==> config.mk <==
export PLATFORM = sky130hd
export DESIGN_NAME = sync_mod_counter
export DESIGN_NICKNAME = d
export VERILOG_FILES = /design/src/rtl/sync_cnt_pkg.sv /design/src/rtl/tff_cell.sv /design/src/rtl/sync_mod_counter.sv
export SDC_FILE = /design/constraint.sdc
export NUM_CORES = 1
export LEC_CHECK = 0
export ABC_AREA = 1
export BUFFER_PORTS_ARGS = -buffer_cell sky130_fd_sc_hd__buf_4
export CAP_MARGIN = 0
export CORE_MARGIN = 3
export CORE_UTILIZATION = 25
export CTS_BUF_LIST = sky130_fd_sc_hd__clkbuf_4 sky130_fd_sc_hd__clkbuf_8 sky130_fd_sc_hd__clkbuf_16
export CTS_CLUSTER_DIAMETER = 80
export DETAILED_ROUTE_END_ITERATION = 10
export PLACE_DENSITY = 0.54
export SLEW_MARGIN = 30
export SYNTH_ARGS = -nofsm -noshare
export SYNTH_HDL_FRONTEND = slang
export SYNTH_SLANG_ARGS = --single-unit
==> constraint.sdc <==
create_clock -name clk -period 4.2 [get_ports clk]
set_clock_uncertainty 0.05 [all_clocks]
set_input_delay 0.84 -clock clk [delete_from_list [all_inputs] [get_ports clk]]
set_output_delay 0.84 -clock clk [all_outputs]
set_load 0.02 [all_outputs]
==> src/rtl/sync_cnt_pkg.sv <==
// Shared definitions for the synchronous modulo counter: direction encoding and
// the per-bit toggle-enable function that drives the toggle cells.
package sync_cnt_pkg;

    localparam logic DIR_UP = 1'b1;
    localparam logic DIR_DN = 1'b0;

    // Works on a 32-bit view of the count; the caller keeps only its low WIDTH bits.
    // A bit toggles exactly when the current and next count disagree in that position.
    function automatic logic [31:0] toggle_mask(
        input logic [31:0] cur,
        input logic        clr,
        input logic        load,
        input logic [31:0] ld_val,
        input logic        en,
        input logic        dir,
        input logic [31:0] modulus
    );
        logic [31:0] nxt;
        nxt = cur;
        if (clr) begin
            nxt = '0;
        end else if (load) begin
            nxt = (ld_val < modulus) ? ld_val : modulus - 32'd1;
        end else if (en) begin
            if (dir == DIR_UP)
                nxt = (cur == modulus - 32'd1) ? '0 : cur + 32'd1;
            else
                nxt = (cur == '0) ? modulus - 32'd1 : cur - 32'd1;
        end
        return cur ^ nxt;
    endfunction

endpackage

==> src/rtl/tff_cell.sv <==
// Single falling-edge toggle flip-flop with asynchronous active-low reset.
module tff_cell (
    input  logic clk,
    input  logic rst_n,
    input  logic t,
    output logic q
);

    // NOTE: state registers use non-blocking assignments so every cell samples
    // the same pre-edge toggle enables regardless of evaluation order.
    always_ff @(negedge clk or negedge rst_n) begin
        if (!rst_n)
            q <= 1'b0;
        else if (t)
            q <= ~q;
    end

endmodule

==> src/rtl/sync_mod_counter.sv <==
// Synchronous up/down modulo counter built from toggle cells, falling-edge clocked.
// Optional Gray-code output when SYNC_MOD_COUNTER_GRAY_EN is defined.
module sync_mod_counter
    import sync_cnt_pkg::*;
#(
    parameter int WIDTH   = 3,
    parameter int MODULUS = 8
) (
    input  logic             clk,
    input  logic             rst_n,
    input  logic             en,
    input  logic             up_dn,
    input  logic             clr,
    input  logic             load,
    input  logic [WIDTH-1:0] load_val,
    output logic [WIDTH-1:0] q,
    output logic             tc,
    output logic             load_err
`ifdef SYNC_MOD_COUNTER_GRAY_EN
    ,
    output logic [WIDTH-1:0] q_gray
`endif
);

    localparam int          MAX_MOD = 1 << WIDTH;
    localparam logic [31:0] MOD32   = 32'(MODULUS);

    if (WIDTH < 1 || WIDTH > 30) begin : g_bad_width
        $error("sync_mod_counter: WIDTH must be in 1..30");
    end
    if (MODULUS < 2 || MODULUS > MAX_MOD) begin : g_bad_modulus
        $error("sync_mod_counter: MODULUS must be in 2..2**WIDTH");
    end

    logic [31:0]      q_ext;
    logic [31:0]      ld_ext;
    logic [WIDTH-1:0] t;

    assign q_ext  = 32'(q);
    assign ld_ext = 32'(load_val);
    assign t      = WIDTH'(toggle_mask(q_ext, clr, load, ld_ext, en, up_dn, MOD32));

    for (genvar i = 0; i < WIDTH; i++) begin : g_cell
        tff_cell u_cell (
            .clk   (clk),
            .rst_n (rst_n),
            .t     (t[i]),
            .q     (q[i])
        );
    end

    // Terminal count reflects the edge about to happen, so it is gated by the
    // same priority as the count itself.
    assign tc = en && !clr && !load &&
                (((up_dn == DIR_UP) && (q_ext == MOD32 - 32'd1)) ||
                 ((up_dn == DIR_DN) && (q_ext == '0)));

    always_ff @(negedge clk or negedge rst_n) begin
        if (!rst_n)
            load_err <= 1'b0;
        else
            load_err <= !clr && load && (ld_ext >= MOD32);
    end

`ifdef SYNC_MOD_COUNTER_GRAY_EN
    assign q_gray = q ^ (q >> 1);
`endif

endmodule

# After elaboration in Yosys (flattened, before gate mapping)
# Index checks and enable logic that the tools add are counted.
# classes
n_mux	7
n_eq_ne	1
magnitude_cmp	2
reduce_logical	11
add_sub_neg	2
n_bitwise	5
# ops
operator	n
zero test 32 bit	1
2-to-1 mux 3 bit	7
logical AND 1 bit	7
>= comparator 3 x 4 -> 1 bit (second input constant)	1
less-than comparator 3 x 4 -> 1 bit (second input constant)	1
inverter 1 bit	4
adder 3 x 1 -> 3 bit (second input constant)	1
== test 3 bit (second input constant)	1
subtractor 3 x 1 -> 3 bit (second input constant)	1
XOR 3 bit	1
zero test 1 bit	2
logical OR 1 bit	1
# word_totals
reg_bits	4
output_inout_bits	5

# Longest topological paths before layout
# Gate-level depths: netlist of the first run.
# depth
word_depth	7
mapped_depth	8

# By module
# From an unflattened synthesis of the first run, not the netlist that was laid out.
# hier_totals
hier_cells	73
hier_area_um2	415.4
# by_module_without_submodules
mod	cells_each	n_inst	area_per_inst_um2
sync_mod_counter	55	1	284.0
tff_cell	6	3	43.8

==> results of run 1 <==
## how the worst min path moves through the flow
stage / slack [ns] / from / to
after floorplan: 0.49 / g_cell[0].u_cell.q / g_cell[0].u_cell.q
after global placement: 0.53 / g_cell[1].u_cell.q / g_cell[1].u_cell.q
after detailed placement: 0.57 / g_cell[1].u_cell.q / g_cell[1].u_cell.q
after CTS: 0.56 / g_cell[1].u_cell.q / g_cell[1].u_cell.q
after global routing: 0.58 / g_cell[1].u_cell.q / g_cell[1].u_cell.q
final: 0.55 / g_cell[1].u_cell.q / g_cell[1].u_cell.q
## per-layer routing
metal,share of wire (%),track usage [%],vias to the layer above
li1,-,-,173
met1,43,9.64,142
met2,46,16.1,13
met3,8.4,3.43,2
met4,2.0,5.59,0
met5,0,0,-
## layout make-up
type                       count  area share (%)
clock buffer                   4            6.40
inverter                       8            6.40
multi-input combinational     32            43.5
sequential                     3            16.0
tap                           14            3.73
timing repair buffer          15            24.0
## cell families (layout without fill, tap and decap cells)
kind of cell	after synthesis	count (layout)
AOI/OAI and AO/OA	12	12
other	1	1
buffers and inverters	12	27
adders and majority gates	4	4
and+or+nand+nor	15	15
DFF	3	3
## critical path, cell delays in order, from the launching register on
cell      delay [ns]
dfrtn_1         0.37
ha_1            0.19
ha_1            0.18
o211ai_1        0.18
nor3_2          0.05
buf_4           0.15
## timing repair
item / 4_1_cts / 5_1_grt
setup buffers: 2 / 0
pin swaps: 1 / 0
setup endpoints to repair: 1 / 1
## cells in the final DEF, fill, tap and decap left out, drive strengths merged
cell    instances
conb            1
a21oi           7
nor2            4
nor3            1
o211ai          1
nand3           1
inv             8
clkbuf          4
o21ai           4
dfrtn           3
ha              4
buf            15
nand2           9
## through the flow
stage               util [%]  setup TNS [ns]  setup WS [ns]
floorplan                  -               0         0.0658
global placement        36.2               0         0.0497
detailed placement      36.2               0         0.0346
CTS                     40.1          -0.185         -0.185
global route            40.1          -0.224         -0.224
finish                  40.1          -0.169         -0.169
## power breakdown
group	internal [W]	switching, W
Sequential	0.0000316	0.00000276
Clock	0.0000422	0.0000173
Combinational	0.0000203	0.0000235
==> flow_metrics.tcl, run 1 <==
set metrics [dict create \
    register_area_um2 75.1 \
    critPathMaxFanout 4 \
    reg2reg_slack_ns 2.84 \
    clkTransAtPathRegs_ns 0.04 \
    placement.io_buffers 12 \
    netlist_top_cells_count "nand2_1, inv_1" \
    finalWirelength_um 766 \
    drv_cap 0 \
    synth_xor_area_share_pct 0 \
    violations "negative setup slack" \
    crit_end "tc" \
    cts_max_level 1 \
    core-area_mm2 0.00117 \
    yosys.area_share.simple_pct 21.3 \
    synth_area_um2 334 \
    synth_top_family_by_area "compound AO/OA/AOI/OAI gates" \
    fin_ws_ns -0.169 \
    cp.required_ns 3.31 \
    hold_path_depth 2 \
    yosys_register_bits 3 \
    synth.area.mux_share_pct 0 \
    die_area_mm2 0.00181 \
    cts_hold_buffers 0 \
    syn_inst 47 \
    status "complete, but fails checks" \
    nNetsFinal 76 \
    area_growth_pct 40.4 \
    avgRoutedWirePerCell_um 10.1 \
    synthArstFlopShare_pct 100 \
    grt_pass1_wl_um 1250 \
    io-pin-count 14 \
    cts.sinks 3 \
    antenna_cells 0 \
    hold_viol_final 0 \
    cp.arrival_ns 3.48 \
    clk-insertion-delay-late_ns 0.25 \
    largest_register "g_cell.u_cell.q" \
    numCtsBuffers 3 \
    ys.warnings.count 0 \
    r2r-end "g_cell[2].u_cell.q" \
    dpl-instance-area_um2 424 \
    die_w_um 42.6 \
    grt_usage_pct 9.42 \
    syn_nets 60 \
    dp.cells 70 \
    synth.top_cell.area_share_pct 22.5 \
    fin_cells 76 \
    viasPerCell 4.34 \
    yosys.area.top_type "dfrtn_1" \
    postRouteAntennaNets 0 \
    drc 0 \
    start_util_pct 28.5 \
    drive_gt1_share_pct 46.8 \
    hold_class "reg -> reg" \
    setup_violations 1 \
    p_leak_nw 0.253 \
    first_iter_violations 4 \
    synth_area_leaders "dfrtn_1, ha_1, buf_4" \
    reg_top3 "g_cell.u_cell.q: 3 flops" \
    cts_buffer_depth 2 \
    peakVddDrop_mv 0.118 \
    gp_congestion 0.741 \
    rsz0062_at_grt "yes" \
    nFillCells 127 \
    startpoint "g_cell[1].u_cell.q" \
    vias 330 \
    whs_ns 0.550 \
    grt_pass1_vias 305 \
    worstReg2RegStart "g_cell[1].u_cell.q" \
    synth_most_common_cell "nand2_1" \
    multi_input_area_um2 204 \
    rows 12 \
    cts_tree "built" \
    crit_type "reg -> out" \
    synth_cell_types 17 \
    synth_edf_count 0 \
    drtPass1Iterations 3 \
    cp-end-kind "primary output" \
    drv_slew 0 \
    syn_avg_cell_area_um2 7.11 \
    p_per_area_mw_per_mm2 293 \
    p_total_w 0.000138 \
    antenna_found_initial 0 \
    largest_reg_flops 3 \
    ys.flop_type "dfrtn_1" \
    fin_area_um2 469 \
    yosys.area_share.adder_pct 15.0 \
    cts_resized 0 \
    synth-compound-area-share_pct 22.1 \
    grt_max_degree 6 \
    grt_remaining_overflow 0 \
    ff2ff_path_depth 6 \
    yosysSeqAreaShare_pct 22.5 \
    cp-start-kind "register" \
    die_y_um 42.6 \
    place_hpwl_um 645 \
    cts_root_buffer "clkbuf_4" \
]
Note: power is estimated with default switching activity, not from simulation.
==> inputs of run 2 (changes only) <==
--- a/config.mk
+++ b/config.mk
@@ -14,6 +14,7 @@
 export CTS_CLUSTER_DIAMETER = 80
 export DETAILED_ROUTE_END_ITERATION = 10
 export PLACE_DENSITY = 0.54
+export REMOVE_ABC_BUFFERS = 1
 export SLEW_MARGIN = 30
 export SYNTH_ARGS = -nofsm -noshare
 export SYNTH_HDL_FRONTEND = slang
==> flow_metrics.tcl, run 2 (synthesized netlist as in run 1, its figures left out) <==
set metrics [dict create \
    top_usage_layer "met2" \
    final_common_cell "buf_4" \
    finalWirelength_um 776 \
    viasPerCell 4.34 \
    drtPass1Iterations 2 \
    grt_remaining_overflow 0 \
    nNetsFinal 74 \
    grt_max_degree 6 \
    cp.arrival_ns 3.51 \
    cts_tree "built" \
    cpMaxStageDelayCell "dfrtn_1" \
    status "complete, but fails checks" \
    critPathMaxFanout 4 \
    drc 0 \
    grt_pass1_wl_um 1310 \
    drv_cap 0 \
    start_util_pct 28.5 \
    grt_pass1_vias 307 \
    largest_reg_flops 3 \
    avgRoutedWirePerCell_um 10.5 \
    cts_setup_buffers 0 \
    crit_path_frequent_cell "ha_1" \
    violations "negative setup slack" \
    first_iter_violations 1 \
    drv_slew 0 \
    post-route-util_pct 38.4 \
    hold_viol_final 0 \
    clk-insertion-delay-late_ns 0.26 \
    vias 321 \
    grt_usage_pct 10.5 \
    clkTransAtPathRegs_ns 0.03 \
    largest_register "g_cell.u_cell.q" \
    io-pin-count 14 \
    fin_area_um2 449 \
    postRouteAntennaNets 0 \
    cts_resized 0 \
    crit_type "reg -> out" \
    hold_class "reg -> reg" \
    whs_ns 0.549 \
    antenna_cells 0 \
    gp_congestion 0.752 \
    antenna_found_initial 0 \
    setup_tns_ns -0.205 \
    cp-end-kind "primary output" \
    die_y_um 42.6 \
    setup_violations 1 \
    reg_top3 "g_cell.u_cell.q: 3 flops" \
    cts.sinks 3 \
    rsz0062_at_grt "yes" \
    met2_usage_pct 13.4 \
    drive_gt1_share_pct 43.3 \
    numCtsBuffers 3 \
    die_area_mm2 0.00181 \
    core-area_mm2 0.00117 \
    cp.required_ns 3.31 \
    crit_chain "ha_1 > ha_1 > o211ai_1 > nor3_1 > buf_4" \
    peakVddDrop_mv 0.138 \
    die_w_um 42.6 \
    placement.io_buffers 12 \
    cts_max_level 1 \
    rows 12 \
    cts_buffer_depth 2 \
    met3_usage_pct 6.87 \
    cts_hold_buffers 0 \
    cp-start-kind "register" \
    gr-usage-met1_pct 12.2 \
    p_leak_nw 0.241 \
    p_per_area_mw_per_mm2 303 \
    final_cell_mix "buf_4, nand2_1, inv_1" \
    place_hpwl_um 627 \
    dpl-instance-area_um2 419 \
    area_growth_pct 34.5 \
    fin_ws_ns -0.205 \
    slowest_delay_ns 0.45 \
    cts_root_buffer "clkbuf_4" \
]
==> run 2: critical path: cells and delay by family, from the launching register on <==
kind | cells | cell delay, ns
flops | 1 | 0.45
fa+ha+maj | 2 | 0.31
buf+inv | 1 | 0.17
simple gates | 1 | 0.14
compound gates | 1 | 0.09
==> run 2: where the power goes <==
part	total, W	internal, W	switching [W]
sequential	0.0000344	0.0000317	0.00000267
combinational	0.0000412	0.0000185	0.0000227
clock	0.0000603	0.0000422	0.0000181
total	0.000136	0.0000923	0.0000435
==> run 2: path summary, 6_finish.rpt <==
path,start,to,slack (ns),depth (start not counted)
worst max-delay path,g_cell[1].u_cell.q,tc,-0.20,5
worst min-delay path,g_cell[1].u_cell.q,g_cell[1].u_cell.q,0.55,2
worst max register to register,g_cell[0].u_cell.q,g_cell[2].u_cell.q,2.81,6
worst min register to register,g_cell[1].u_cell.q,g_cell[1].u_cell.q,0.55,2
max in group asynchronous,rst_n,g_cell[2].u_cell.q,1.66,1
min in group asynchronous,rst_n,g_cell[0].u_cell.q,2.30,1
==> run 2: routing by layer <==
layer / part of all wire, % / vias up
met2: 43 / 14
met5: 0 / -
met1: 46 / 136
met3: 8.1 / 2
met4: 1.9 / 0
li1: - / 169
==> run 2: stage by stage <==
step / instances / power, W / setup WS, ns
2_1_floorplan: 43 / 0.0000596 / -0.237
3_3_place_gp: 70 / 0.0000764 / 0.0659
3_5_place_dp: 70 / 0.0000763 / 0.0467
4_1_cts: 74 / 0.000139 / -0.224
5_1_grt: 74 / 0.000149 / -0.317
6_report: 74 / 0.000136 / -0.205
==> run 2: final cells by class <==
type                    instances  area, um^2
repair buffers                 13        97.6
inverters                       8        30.0
multi-input cells              32         199
clock buffers                   4        30.0
well taps                      14        17.5
fillers                       133         722
flip-flops and latches          3        75.1
==> inputs of run 3 (changes only) <==
==> constraint.sdc (replaced) <==
create_clock -name clk -period 4.92 [get_ports clk]
set_clock_uncertainty 0.05 [all_clocks]
set_input_delay 0.984 -clock clk [delete_from_list [all_inputs] [get_ports clk]]
set_output_delay 0.984 -clock clk [all_outputs]
set_load 0.02 [all_outputs]
==> flow_metrics.tcl, run 3 (synthesized netlist as in run 1, its figures left out) <==
set metrics [dict create \
    cts_root_buffer "clkbuf_4" \
    p_leak_nw 0.241 \
    post-route-util_pct 38.4 \
    viasPerCell 4.28 \
    nNetsFinal 74 \
    crit_chain "ha_1 > ha_1 > o211ai_1 > nor3_1 > buf_4" \
    avgRoutedWirePerCell_um 10.1 \
    grt_usage_pct 10.2 \
    nFillCells 132 \
    cp.arrival_ns 3.87 \
    antenna_cells 0 \
    drv_slew 0 \
    cts_buffer_depth 2 \
    hold_viol_final 0 \
    p_total_w 0.000117 \
    critPathMaxFanout 4 \
    first_iter_violations 3 \
    drv_cap 0 \
    drive_gt1_share_pct 43.3 \
    die_w_um 42.6 \
    cpMaxStageDelayCell "dfrtn_1" \
    grt_pass1_wl_um 1380 \
    numCtsBuffers 3 \
    largest_reg_flops 3 \
    drtPass1Iterations 2 \
    peakVddDrop_mv 0.105 \
    die_y_um 42.6 \
    hold_path.startpoint "g_cell[1].u_cell.q" \
    start_util_pct 28.5 \
    grt_max_degree 6 \
    die_area_mm2 0.00181 \
    cts_hold_buffers 0 \
    p_int_w 0.0000789 \
    setup_violations 0 \
    vias 317 \
    reg_top3 "g_cell.u_cell.q: 3 flops" \
    largest_register "g_cell.u_cell.q" \
    multi_input_area_um2 199 \
    cp-end-kind "primary output" \
    core-area_mm2 0.00117 \
    drc 0 \
    p_sw_share_pct 32.3 \
    clk-insertion-delay-late_ns 0.25 \
    postRouteAntennaNets 0 \
    sequentialPowerShare_pct 25.2 \
    area_growth_pct 34.5 \
    clkTransAtPathRegs_ns 0.03 \
    crit_type "reg -> out" \
    gp_congestion 0.750 \
    p_per_area_mw_per_mm2 260 \
    cp-start-kind "register" \
    p_comb_share_pct 30.2 \
    pwr-share-clk_pct 44.6 \
    slowest_delay_ns 0.45 \
    cts_tree "built" \
    placement.io_buffers 12 \
    grt_pass1_vias 320 \
    final_cell_mix "buf_4, nand2_1, inv_1" \
    register_area_um2 75.1 \
    cts_max_level 1 \
    worstPathBufferInverterCount 1 \
    worstReg2RegStart "g_cell[0].u_cell.q" \
    finalWirelength_um 751 \
    crit_path_frequent_cell "ha_1" \
    status "finished, final reports clean" \
    fin_ws_ns 0.0169 \
    io-pin-count 14 \
    place_hpwl_um 571 \
    startpoint "g_cell[1].u_cell.q" \
    rows 12 \
    cts.sinks 3 \
    rsz0062_at_grt "yes" \
    cp.required_ns 3.89 \
    hold_class "reg -> reg" \
    place_ws_ns 0.239 \
    p_switching_w 0.0000377 \
    grt_remaining_overflow 0 \
    antenna_found_initial 0 \
    final_common_cell "buf_4" \
    crit_family "flip-flops" \
]
[run 3: cell counts in the layout (fill, tap and decap cells not counted)]
No cell type changed its count.
[run 3: repair_timing]
action,4_1_cts,5_1_grt
setup endpoints to repair,1,1
buffers inserted,1,0
gates resized for setup,0,0
[run 3: power groups by stage]
stage / Combinational [W] / Sequential, W / Clock [W]
final: 0.0000352 / 0.0000294 / 0.0000520
after global routing: 0.0000404 / 0.0000297 / 0.0000551
after CTS: 0.0000355 / 0.0000295 / 0.0000536
after detailed placement: 0.0000339 / 0.0000301 / 0
after global placement: 0.0000339 / 0.0000301 / 0
after floorplan: 0.0000189 / 0.0000320 / 0
[run 3: metrics by stage]
| step | setup TNS (ns) | instance area, um^2 | hold slack, ns | instances |
|---|---|---|---|---|
| 6_report | 0 | 449 | 0.546 | 74 |
| 5_1_grt | -0.0898 | 449 | 0.580 | 74 |
| 4_1_cts | 0 | 449 | 0.553 | 74 |
| 3_5_place_dp | 0 | 412 | 0.553 | 69 |
| 3_3_place_gp | 0 | 412 | 0.540 | 69 |
| 2_1_floorplan | -0.0212 | 304 | 0.591 | 43 |
[run 3: metal layers]
layer / vias to the layer above / track usage [%] / share of wire, %
li1: 171 / - / -
met1: 132 / 11.1 / 46
met2: 12 / 16.7 / 45
met3: 2 / 5.15 / 7.9
met4: 0 / 3.73 / 1.3
met5: - / 0 / 0
[run 3: path summary, 6_finish.rpt]
path / slack, ns / cells past startpoint / endpoint
max in group asynchronous: 1.88 / 1 / g_cell[1].u_cell.q
max: 0.02 / 5 / tc
min in group asynchronous: 2.81 / 1 / g_cell[0].u_cell.q
min reg2reg: 0.55 / 2 / g_cell[1].u_cell.q
max reg2reg: 3.55 / 6 / g_cell[2].u_cell.q
min: 0.55 / 2 / g_cell[1].u_cell.q
[run 3: worst min-delay path: stages, from the launching register on]
cell and delay [ns]:
dfrtn_1 0.45, a21oi_1 0.10, a21oi_2 0.12
[run 3: final cells by class]
cell class	count	area share [%]
Sequential cell	3	16.7
Timing Repair Buffer	13	21.7
Multi-Input combinational cell	32	44.3
Tap cell	14	3.90
Inverter	8	6.69
Clock buffer	4	6.69
